`config.mk`:
```
export PLATFORM = sky130hd
export DESIGN_NAME = cia_bus_sequencer_flat
export DESIGN_NICKNAME = d
export VERILOG_FILES = /design/src/rtl/cia_pkg.sv /design/src/rtl/cia_bus_sequencer_if.sv /design/src/rtl/cia_eclk_gen.sv /design/src/rtl/cia_bus_sequencer.sv /design/src/flat_wrapper.sv
export SDC_FILE = /design/constraint.sdc
export NUM_CORES = 1
export LEC_CHECK = 0
export BUFFER_PORTS_ARGS = -buffer_cell sky130_fd_sc_hd__buf_4
export CAP_MARGIN = 25
export CORE_MARGIN = 3
export CORE_UTILIZATION = 49
export DETAILED_ROUTE_END_ITERATION = 10
export GPL_ROUTABILITY_DRIVEN = 0
export PLACE_DENSITY = 0.86
export SLEW_MARGIN = 20
export SYNTH_ARGS = -nofsm -noshare
export SYNTH_HDL_FRONTEND = slang
export SYNTH_SLANG_ARGS = --single-unit
```
`constraint.sdc`:
```
create_clock -name clk -period 2.2 [get_ports clk]
set_clock_uncertainty 0.05 [all_clocks]
set_input_delay 0.44 -clock clk [delete_from_list [all_inputs] [get_ports clk]]
set_output_delay 0.44 -clock clk [all_outputs]
set_load 0.1 [all_outputs]
```
`src/rtl/cia_pkg.sv`:
```
// Shared types and constants for the CIA bus sequencer and its E-clock generator.
package cia_pkg;
    localparam int CIA_ECLK_DIV  = 10;
    localparam int CIA_ECLK_HIGH = 4;
    localparam logic [7:0] CIA_OPEN_BUS = 8'hFF;

    typedef enum logic [2:0] {
        ST_IDLE,
        ST_WAIT,
        ST_STROBE,
        ST_ACK,
        ST_DONE
    } cia_state_t;
endpackage

```
`src/rtl/cia_bus_sequencer_if.sv`:
```
// CPU-side access handshake into the CIA bus sequencer.
interface cia_bus_sequencer_if;
    logic        req;
    logic        we;
    logic        sel_a;
    logic        sel_b;
    logic [3:0]  rs;
    logic [7:0]  wdata;
    logic [15:0] rdata;
    logic        ack;

    modport master (output req, we, sel_a, sel_b, rs, wdata, input rdata, ack);
    modport slave  (input req, we, sel_a, sel_b, rs, wdata, output rdata, ack);
endinterface

```
`src/rtl/cia_eclk_gen.sv`:
```
// Free-running E-clock divider: ecnt counts 0..ECLK_DIV-1 on clk7_en, E high for the last ECLK_HIGH counts.
module cia_eclk_gen #(
    parameter int ECLK_DIV  = 10,
    parameter int ECLK_HIGH = 4,
    localparam int CW = (ECLK_DIV > 1) ? $clog2(ECLK_DIV) : 1
) (
    input  logic          clk,
    input  logic          reset,
    input  logic          i_clk7_en,
    output logic [CW-1:0] o_ecnt,
    output logic          o_eclk,
    output logic          o_eclk_pulse
);
    logic [CW-1:0] r_ecnt;
    logic [CW-1:0] w_ecnt_nxt;
    logic          r_eclk;
    logic          r_eclk_pulse;

    assign w_ecnt_nxt = (r_ecnt == CW'(ECLK_DIV - 1)) ? '0 : r_ecnt + CW'(1);

    // E level and pulse are registered from the next count so they stay aligned with ecnt.
    always_ff @(posedge clk) begin
        if (reset) begin
            r_ecnt       <= '0;
            r_eclk       <= 1'b0;
            r_eclk_pulse <= 1'b0;
        end else if (i_clk7_en) begin
            r_ecnt       <= w_ecnt_nxt;
            r_eclk       <= (w_ecnt_nxt >= CW'(ECLK_DIV - ECLK_HIGH));
            r_eclk_pulse <= (w_ecnt_nxt == CW'(ECLK_DIV - 1));
        end
    end

    assign o_ecnt       = r_ecnt;
    assign o_eclk       = r_eclk;
    assign o_eclk_pulse = r_eclk_pulse;
endmodule

```
`src/rtl/cia_bus_sequencer.sv`:
```
// Holds CPU CIA accesses until the E-clock strobe slot, issues one-period strobes, latches read data, acks.
module cia_bus_sequencer
    import cia_pkg::*;
#(
    parameter int ECLK_DIV  = CIA_ECLK_DIV,
    parameter int ECLK_HIGH = CIA_ECLK_HIGH,
    localparam int CW = (ECLK_DIV > 1) ? $clog2(ECLK_DIV) : 1
) (
    input  logic                 clk,
    input  logic                 reset,
    input  logic                 i_clk7_en,
    cia_bus_sequencer_if.slave   bus,
    input  logic [7:0]           i_cia_a_dout,
    input  logic [7:0]           i_cia_b_dout,
    output logic                 o_eclk,
    output logic                 o_eclk_pulse,
    output logic                 o_cia_a_aen,
    output logic                 o_cia_b_aen,
    output logic                 o_cia_rd,
    output logic                 o_cia_wr,
    output logic [3:0]           o_cia_rs,
    output logic [7:0]           o_cia_din
);
    logic [CW-1:0] w_ecnt;
    cia_state_t    r_state, w_state_nxt;

    logic        r_we, r_sel_a, r_sel_b;
    logic        r_aen_a, r_aen_b, r_rd, r_wr, r_ack;
    logic [3:0]  r_cia_rs;
    logic [7:0]  r_cia_din;
    logic [15:0] r_rdata;

    logic w_capture, w_aen_a, w_aen_b, w_rd, w_wr, w_ack;

    cia_eclk_gen #(.ECLK_DIV(ECLK_DIV), .ECLK_HIGH(ECLK_HIGH)) u_eclk (
        .clk          (clk),
        .reset        (reset),
        .i_clk7_en    (i_clk7_en),
        .o_ecnt       (w_ecnt),
        .o_eclk       (o_eclk),
        .o_eclk_pulse (o_eclk_pulse)
    );

    // Outputs are computed for the coming period and registered, so STROBE sees them for exactly one period.
    always_comb begin
        w_state_nxt = r_state;
        w_capture   = 1'b0;
        w_aen_a     = 1'b0;
        w_aen_b     = 1'b0;
        w_rd        = 1'b0;
        w_wr        = 1'b0;
        w_ack       = 1'b0;
        case (r_state)
            ST_IDLE: begin
                if (bus.req && (w_ecnt <= CW'(ECLK_DIV - ECLK_HIGH - 1))) begin
                    w_capture = 1'b1;
                    // With a very short high phase the capture slot can already be the pre-strobe count.
                    if (w_ecnt == CW'(ECLK_DIV - 2)) begin
                        w_state_nxt = ST_STROBE;
                        w_aen_a     = bus.sel_a;
                        w_aen_b     = bus.sel_b;
                        w_rd        = !bus.we && (bus.sel_a || bus.sel_b);
                        w_wr        =  bus.we && (bus.sel_a || bus.sel_b);
                    end else begin
                        w_state_nxt = ST_WAIT;
                    end
                end
            end
            ST_WAIT: begin
                if (w_ecnt == CW'(ECLK_DIV - 2)) begin
                    w_state_nxt = ST_STROBE;
                    w_aen_a     = r_sel_a;
                    w_aen_b     = r_sel_b;
                    w_rd        = !r_we && (r_sel_a || r_sel_b);
                    w_wr        =  r_we && (r_sel_a || r_sel_b);
                end
            end
            ST_STROBE: begin
                w_state_nxt = ST_ACK;
                w_ack       = 1'b1;
            end
            ST_ACK:  w_state_nxt = ST_DONE;
            ST_DONE: if (!bus.req) w_state_nxt = ST_IDLE;
            default: w_state_nxt = ST_IDLE;
        endcase
    end

    always_ff @(posedge clk) begin
        if (reset) begin
            r_state   <= ST_IDLE;
            r_we      <= 1'b0;
            r_sel_a   <= 1'b0;
            r_sel_b   <= 1'b0;
            r_aen_a   <= 1'b0;
            r_aen_b   <= 1'b0;
            r_rd      <= 1'b0;
            r_wr      <= 1'b0;
            r_ack     <= 1'b0;
            r_cia_rs  <= '0;
            r_cia_din <= '0;
            r_rdata   <= {CIA_OPEN_BUS, CIA_OPEN_BUS};
        end else if (i_clk7_en) begin
            r_state <= w_state_nxt;
            r_aen_a <= w_aen_a;
            r_aen_b <= w_aen_b;
            r_rd    <= w_rd;
            r_wr    <= w_wr;
            r_ack   <= w_ack;
            if (w_capture) begin
                r_we      <= bus.we;
                r_sel_a   <= bus.sel_a;
                r_sel_b   <= bus.sel_b;
                r_cia_rs  <= bus.rs;
                r_cia_din <= bus.wdata;
            end
            // Read data is taken on the same edge the CIA samples the strobe; unselected bytes float high.
            if (r_state == ST_STROBE && !r_we) begin
                r_rdata <= {r_sel_b ? i_cia_b_dout : CIA_OPEN_BUS,
                            r_sel_a ? i_cia_a_dout : CIA_OPEN_BUS};
            end
        end
    end

    assign o_cia_a_aen = r_aen_a;
    assign o_cia_b_aen = r_aen_b;
    assign o_cia_rd    = r_rd;
    assign o_cia_wr    = r_wr;
    assign o_cia_rs    = r_cia_rs;
    assign o_cia_din   = r_cia_din;
    assign bus.rdata   = r_rdata;
    assign bus.ack     = r_ack;
endmodule

```
`src/flat_wrapper.sv`:
```
// flat-port wrapper written by rule: the top's interface ports become plain ports
module cia_bus_sequencer_flat import cia_pkg::*;
#(
    parameter int ECLK_DIV  = CIA_ECLK_DIV,
    parameter int ECLK_HIGH = CIA_ECLK_HIGH,
    localparam int CW = (ECLK_DIV > 1) ? $clog2(ECLK_DIV) : 1
)
  (clk, reset, i_clk7_en, i_cia_a_dout, i_cia_b_dout, o_eclk, o_eclk_pulse, o_cia_a_aen, o_cia_b_aen, o_cia_rd, o_cia_wr, o_cia_rs, o_cia_din, bus_req, bus_we, bus_sel_a, bus_sel_b, bus_rs, bus_wdata, bus_rdata, bus_ack);
  cia_bus_sequencer_if bus_i ();
  input  logic clk;
  input  logic reset;
  input  logic i_clk7_en;
  input  logic [7:0] i_cia_a_dout;
  input  logic [7:0] i_cia_b_dout;
  output logic o_eclk;
  output logic o_eclk_pulse;
  output logic o_cia_a_aen;
  output logic o_cia_b_aen;
  output logic o_cia_rd;
  output logic o_cia_wr;
  output logic [3:0] o_cia_rs;
  output logic [7:0] o_cia_din;
  input wire logic [$bits(bus_i.req)-1:0] bus_req;
  input wire logic [$bits(bus_i.we)-1:0] bus_we;
  input wire logic [$bits(bus_i.sel_a)-1:0] bus_sel_a;
  input wire logic [$bits(bus_i.sel_b)-1:0] bus_sel_b;
  input wire logic [$bits(bus_i.rs)-1:0] bus_rs;
  input wire logic [$bits(bus_i.wdata)-1:0] bus_wdata;
  output wire logic [$bits(bus_i.rdata)-1:0] bus_rdata;
  output wire logic [$bits(bus_i.ack)-1:0] bus_ack;
  assign bus_i.req = bus_req;
  assign bus_i.we = bus_we;
  assign bus_i.sel_a = bus_sel_a;
  assign bus_i.sel_b = bus_sel_b;
  assign bus_i.rs = bus_rs;
  assign bus_i.wdata = bus_wdata;
  assign bus_rdata = bus_i.rdata;
  assign bus_ack = bus_i.ack;
  cia_bus_sequencer #(.ECLK_DIV(ECLK_DIV), .ECLK_HIGH(ECLK_HIGH)) u_core (.clk(clk), .reset(reset), .i_clk7_en(i_clk7_en), .bus(bus_i), .i_cia_a_dout(i_cia_a_dout), .i_cia_b_dout(i_cia_b_dout), .o_eclk(o_eclk), .o_eclk_pulse(o_eclk_pulse), .o_cia_a_aen(o_cia_a_aen), .o_cia_b_aen(o_cia_b_aen), .o_cia_rd(o_cia_rd), .o_cia_wr(o_cia_wr), .o_cia_rs(o_cia_rs), .o_cia_din(o_cia_din));
endmodule
```
## Word-level counts from Yosys, hierarchy flattened

Index checks and enable logic that the tools add are counted.

| word-level totals | value |
|---|---|
| flip-flop bits (word level) | 45 |
| output and inout bits | 35 |
| logic and storage cells | 69 |

| cells by class | value |
|---|---|
| $add $sub $neg | 1 |
| $lt $le $gt $ge | 2 |
| equal/unequal tests | 10 |
| mux-type cells | 27 |
| reduce and logical (&&, ||, !) cells | 14 |

Operators by type and width:

| kind | number |
|---|---|
| 2-to-1 mux 8 bit | 2 |
| 2-to-1 mux 1 bit | 15 |
| one-hot mux 3 bit (5 select lines) | 1 |
| equality test 4 bit, second input constant | 3 |
| 2-to-1 mux 3 bit | 3 |
| one-hot mux 1 bit (2 select lines) | 4 |
| equality test 3 x 2 -> 1 bit, second input constant | 2 |
| logical AND 1 bit | 6 |
| adder 4 x 1 -> 4 bit, second input constant | 1 |
| >= comparator 4 x 3 -> 1 bit, second input constant | 1 |
| less-or-equal comparator 4 x 3 -> 1 bit, second input constant | 1 |
| 2-to-1 mux 4 bit | 1 |
| != test 2 x 1 -> 1 bit, second input constant | 2 |
| AND reduction 2 bit | 2 |
| AND reduction 4 bit | 1 |
| equality test 3 x 1 -> 1 bit, second input constant | 1 |
| equality test 3 bit, second input constant | 1 |
| logical NOT 3 bit | 1 |
| logical NOT 1 bit | 2 |
| logical OR 1 bit | 2 |
| 2-to-1 mux 2 bit | 1 |
| != test 2 bit, second input constant | 1 |

## Depth between registers and ports, before layout

| logic depth | value |
|---|---|
| word-level depth | 5 |
| gate-level depth with buffers | 6 |
| depth with buffers taken out | 4 |

## Modules after synthesis

From an unflattened synthesis, not the netlist that was laid out.

| unflattened totals | value |
|---|---|
| cells, all modules | 197 |
| area total of the unflattened synthesis | 1908.1 um2 |

Modules (own cells, without submodules):

| module | instances | cells each | area an instance (um2) | seq. area each (um2) |
|---|---|---|---|---|
| cia_bus_sequencer | 1 | 165 | 1624.1 | 780.7 |
| cia_eclk_gen | 1 | 32 | 284.0 | 120.1 |

## Worst setup path before layout

Ideal clock, no wire load.

| timing | value |
|---|---|
| path type | input-to-reg |
| start | input port i_clk7_en |
| end | register u_core.r_rdata[5] (netlist: u_core.bus.rdata[5]) |
| library setup time | 119 ps |
| arrival | 1378 ps |
| slack | 652 ps |
| cell stages on the path | 6 |
| path through | nand2b_1 or3_1 buf_2 buf_2 nor3b_1 o21bai_1 |

| between the ends | value |
|---|---|
| word-level cells in the longest chain between the ends | 1 |

Ends and longest elaborated chain:

| item | RTL line | text |
|---|---|---|
| start: declaration | flat_wrapper.sv:12 | `input logic i_clk7_en;` |
| AND reduction 2 bit (no source line) | - |  |
| end signal: assignment | cia_bus_sequencer.sv:101 | `r_rdata <= {CIA_OPEN_BUS, CIA_OPEN_BUS};` |
| end signal: assignment | cia_bus_sequencer.sv:118 | `r_rdata <= {r_sel_b ? i_cia_b_dout : CIA_OPEN_BUS,` |
| end: declaration | cia_bus_sequencer.sv:31 | `logic [15:0] r_rdata;` |

Every way passes these cells.
A chain may end at the register's enable or synchronous reset.

## Final worst setup path

| timing | value |
|---|---|
| start | register u_core.r_state[1] |
| end | register u_core.r_rdata[10] (netlist: u_core.bus.rdata[10]) |

| between the ends | value |
|---|---|
| word-level cells in the longest chain between the ends | 3 |

Ends and longest elaborated chain:

| item | RTL line | text |
|---|---|---|
| start: declaration | cia_bus_sequencer.sv:25 | `cia_state_t r_state, w_state_nxt;` |
| start signal: assignment | cia_bus_sequencer.sv:103 | `r_state <= w_state_nxt;` |
| equality test 3 x 2 -> 1 bit | cia_bus_sequencer.sv:117 | `if (r_state == ST_STROBE && !r_we) begin` |
| logical AND 1 bit | cia_bus_sequencer.sv:117 |  |
| AND reduction 2 bit (no source line) | - |  |

Every way passes these cells.

==> flow_summary.json <==
{
  "synthCells": 213,
  "synth.cell_area_um2": 1954,
  "hold_path.class": "in -> reg",
  "die_h_um": 69.16,
  "hold_buffers": 0,
  "dp_hpwl_mm": 3.132,
  "clkLatencyLatePin_ns": 0.29,
  "pwr-share-clk_pct": 30.9,
  "antenna_cells": 0,
  "p_per_area_nw_per_um2": 637.1,
  "worstPathCellList": "nand2b_1 -> or3_1 -> nor3b_1 -> o21bai_1",
  "finalCritPeriodShare_pct": 85.86,
  "cp_num_buf_inv": 0,
  "first_pass_iters": 4,
  "wl_mm": 4.320,
  "path_max_fanout": 16,
  "die_w_um": 69.16,
  "outcome": "complete, no violations",
  "rsz0062_at_grt": "false",
  "drt-initial-drc-count": 116,
  "finalSetupViolCount": 0,
  "drcViolationCount": 0,
  "critPathLaunchType": "register",
  "fillers": 327,
  "grt_max_degree": 44,
  "synth-seq-cells": 45,
  "cts_tree": "built",
  "intPower_mw": 1.188,
  "p_leak_nw": 1.181,
  "cts_resized": 0,
  "p_sw_share_pct": 27.03,
  "ant_nets": 0,
  "worst_slew_pin_slew_ns": 0.5163,
  "grt_pass1_vias": 1637,
  "synthFlopType": "dfxtp_1",
  "synth_top_area_share_pct": 46.09,
  "worst_hold_slack_ns": 0.3306,
  "yosysSeqAreaShare_pct": 46.09,
  "setup_ws_ns": 0.3110,
  "relSlewSlack_pct": 65.58,
  "switching_power_mw": 0.4400,
  "pin_count": 70,
  "pwr-share-comb_pct": 16.0,
  "irDropWorstVdd_mv": 0.4683,
  "async_flop_share_pct": 0,
  "grt_pass1_wl_mm": 7.279,
  "endpoint_kind": "register",
  "dieArea_um2": 4782,
  "dp_slack_ns": 0.3310,
  "fin_nets": 310,
  "syn_avg_cell_area_um2": 9.175,
  "synth_edf_count": 0,
  "critPathMaxStageDelay_ns": 0.61,
  "root_buffer": "clkbuf_8",
  "post-cts-setup-buffers": 0,
  "clk_pin_slew_ns": 0.08,
  "cts_buffer_depth": 2,
  "worst-setup-path-type": "reg -> reg",
  "arrival_ns": 2.02,
  "grt.total_usage_pct": 18.23,
  "synth_top_area_cell": "dfxtp_1",
  "grt_overflow_total": 0,
  "tns_ns": 0,
  "htreeDepth": 2,
  "period_minus_slack_ns": 1.889,
  "port_buffers": 69,
  "vias": 1702,
  "drv_slew": 0,
  "vias_per_cell": 5.269,
  "yosys_warnings": 0,
  "finalHoldViolations": 0,
  "crit_required_ns": 2.33,
  "syn_nets": 248,
  "cts_buffers": 5,
  "seqPwrFrac_pct": 53.0,
  "wire_per_inst_um": 13.37,
  "crit_family": "simple AND/OR/NAND/NOR gates",
  "start_util_pct": 52.21,
  "rows": 22,
  "drv_cap": 0,
  "syn2layout_area_growth_pct": 30.73,
  "synthDistinctLibCells": 38,
  "coreArea_um2": 3744,
  "clock.fmax_mhz": 529.4,
  "drive_gt1_share_pct": 30.55,
  "synth_area_leaders": "dfxtp_1, mux2i_1, nor2_1",
  "antenna_found_initial": 0,
  "slowest_stage": "or3_1",
  "cts.sinks": 45
}
-- state kept, by name (all words and copies together) (netlist names), 3 cells and up --
signal / flops
u_core.o_cia_rs: 4
u_core.r_state: 3
u_core.u_eclk.o_ecnt: 4
u_core.o_cia_din: 8
u_core.bus.rdata: 16
-- stage by stage --
| stage | power (mW) | util (%) | instance area (µm²) | std cells |
|---|---|---|---|---|
| 5_1_grt | 1.703 | 68.25 | 2555 | 323 |
| 6_report | 1.628 | 68.25 | 2555 | 323 |
| 2_1_floorplan | 1.062 | - | 1954 | 213 |
| 3_5_place_dp | 1.144 | 65.94 | 2469 | 316 |
| 4_1_cts | 1.640 | 68.25 | 2555 | 323 |
| 3_3_place_gp | 1.139 | 65.94 | 2469 | 316 |
-- path summary, 6_finish.rpt --
| path | from | end | slack [ns] | cells past startpoint |
|---|---|---|---|---|
| setup / recovery | u_core.r_state[1] | u_core.bus.rdata[10] | 0.31 | 4 |
| hold / removal | bus_rs[0] | u_core.o_cia_rs[0] | 0.33 | 3 |
| setup reg to reg | u_core.r_state[1] | u_core.bus.rdata[10] | 0.31 | 4 |
| hold reg to reg | u_core.o_cia_b_aen | u_core.o_cia_b_aen | 0.41 | 2 |
-- power by group through the flow --
stage / clock, mW / combinational (mW) / sequential [mW]
after global routing: 0.557 / 0.279 / 0.867
after floorplan: 0 / 0.107 / 0.955
after global placement: 0 / 0.258 / 0.881
final: 0.503 / 0.261 / 0.863
after detailed placement: 0 / 0.263 / 0.882
after CTS: 0.515 / 0.263 / 0.863
-- synth_stat cells, types with 2 or more instances --
cell type	instances
clkbuf_1	7
o21bai_1	16
nor3b_1	16
a32oi_1	3
o21ai_1	5
mux2i_1	17
a21oi_1	8
nor2_1	42
o21ai_0	3
nand2_1	9
nor2b_1	6
nand2b_1	2
buf_2	6
dfxtp_1	45
nor3_1	3
nand3_1	2
inv_1	2
-- placed cells by master (no fill, tap or decap), drive strengths merged, types with 2 or more instances in the layout --
master / n
buf: 71
inv: 2
nand3: 3
nor2: 42
nand2b: 2
nor2b: 6
o21bai: 16
dfxtp: 45
nor3b: 17
a21oi: 9
mux2i: 17
nor3: 4
nand2: 9
o21ai: 8
clkbuf: 7
a32oi: 3
-- metal layers --
metal | GRT usage, % | vias to the layer above | share of wire [%]
met5 | 0 | - | 0
met3 | 6.560 | 8 | 7.1
met1 | 23.09 | 787 | 43
li1 | - | 853 | -
met4 | 4.989 | 0 | 1.6
met2 | 29.24 | 54 | 48
-- worst min-delay path, stage by stage --
cell and delay (ns):
buf_4 0.08, mux2i_1 0.05, nor2_1 0.07
-- cell families after synthesis --
group	after synthesis	share of synthesized area, %
and+or+nand+nor	89	24.90
DFF	45	46.09
AOI/OAI and AO/OA	42	14.98
buffers and inverters	18	4.418
muxes	17	8.707
xor gates and xnor gates	2	0.8965
-- cell type report --
cell class	instances	area [µm²]	share of cell area, %
inverters	2	7.507	0.2938
multi-input cells	150	967.2	37.86
well taps	48	60.06	2.351
repair buffers	71	533.0	20.86
clock buffers	7	86.33	3.379
flip-flops and latches	45	900.9	35.26
(Power assumes the default switching activity.)
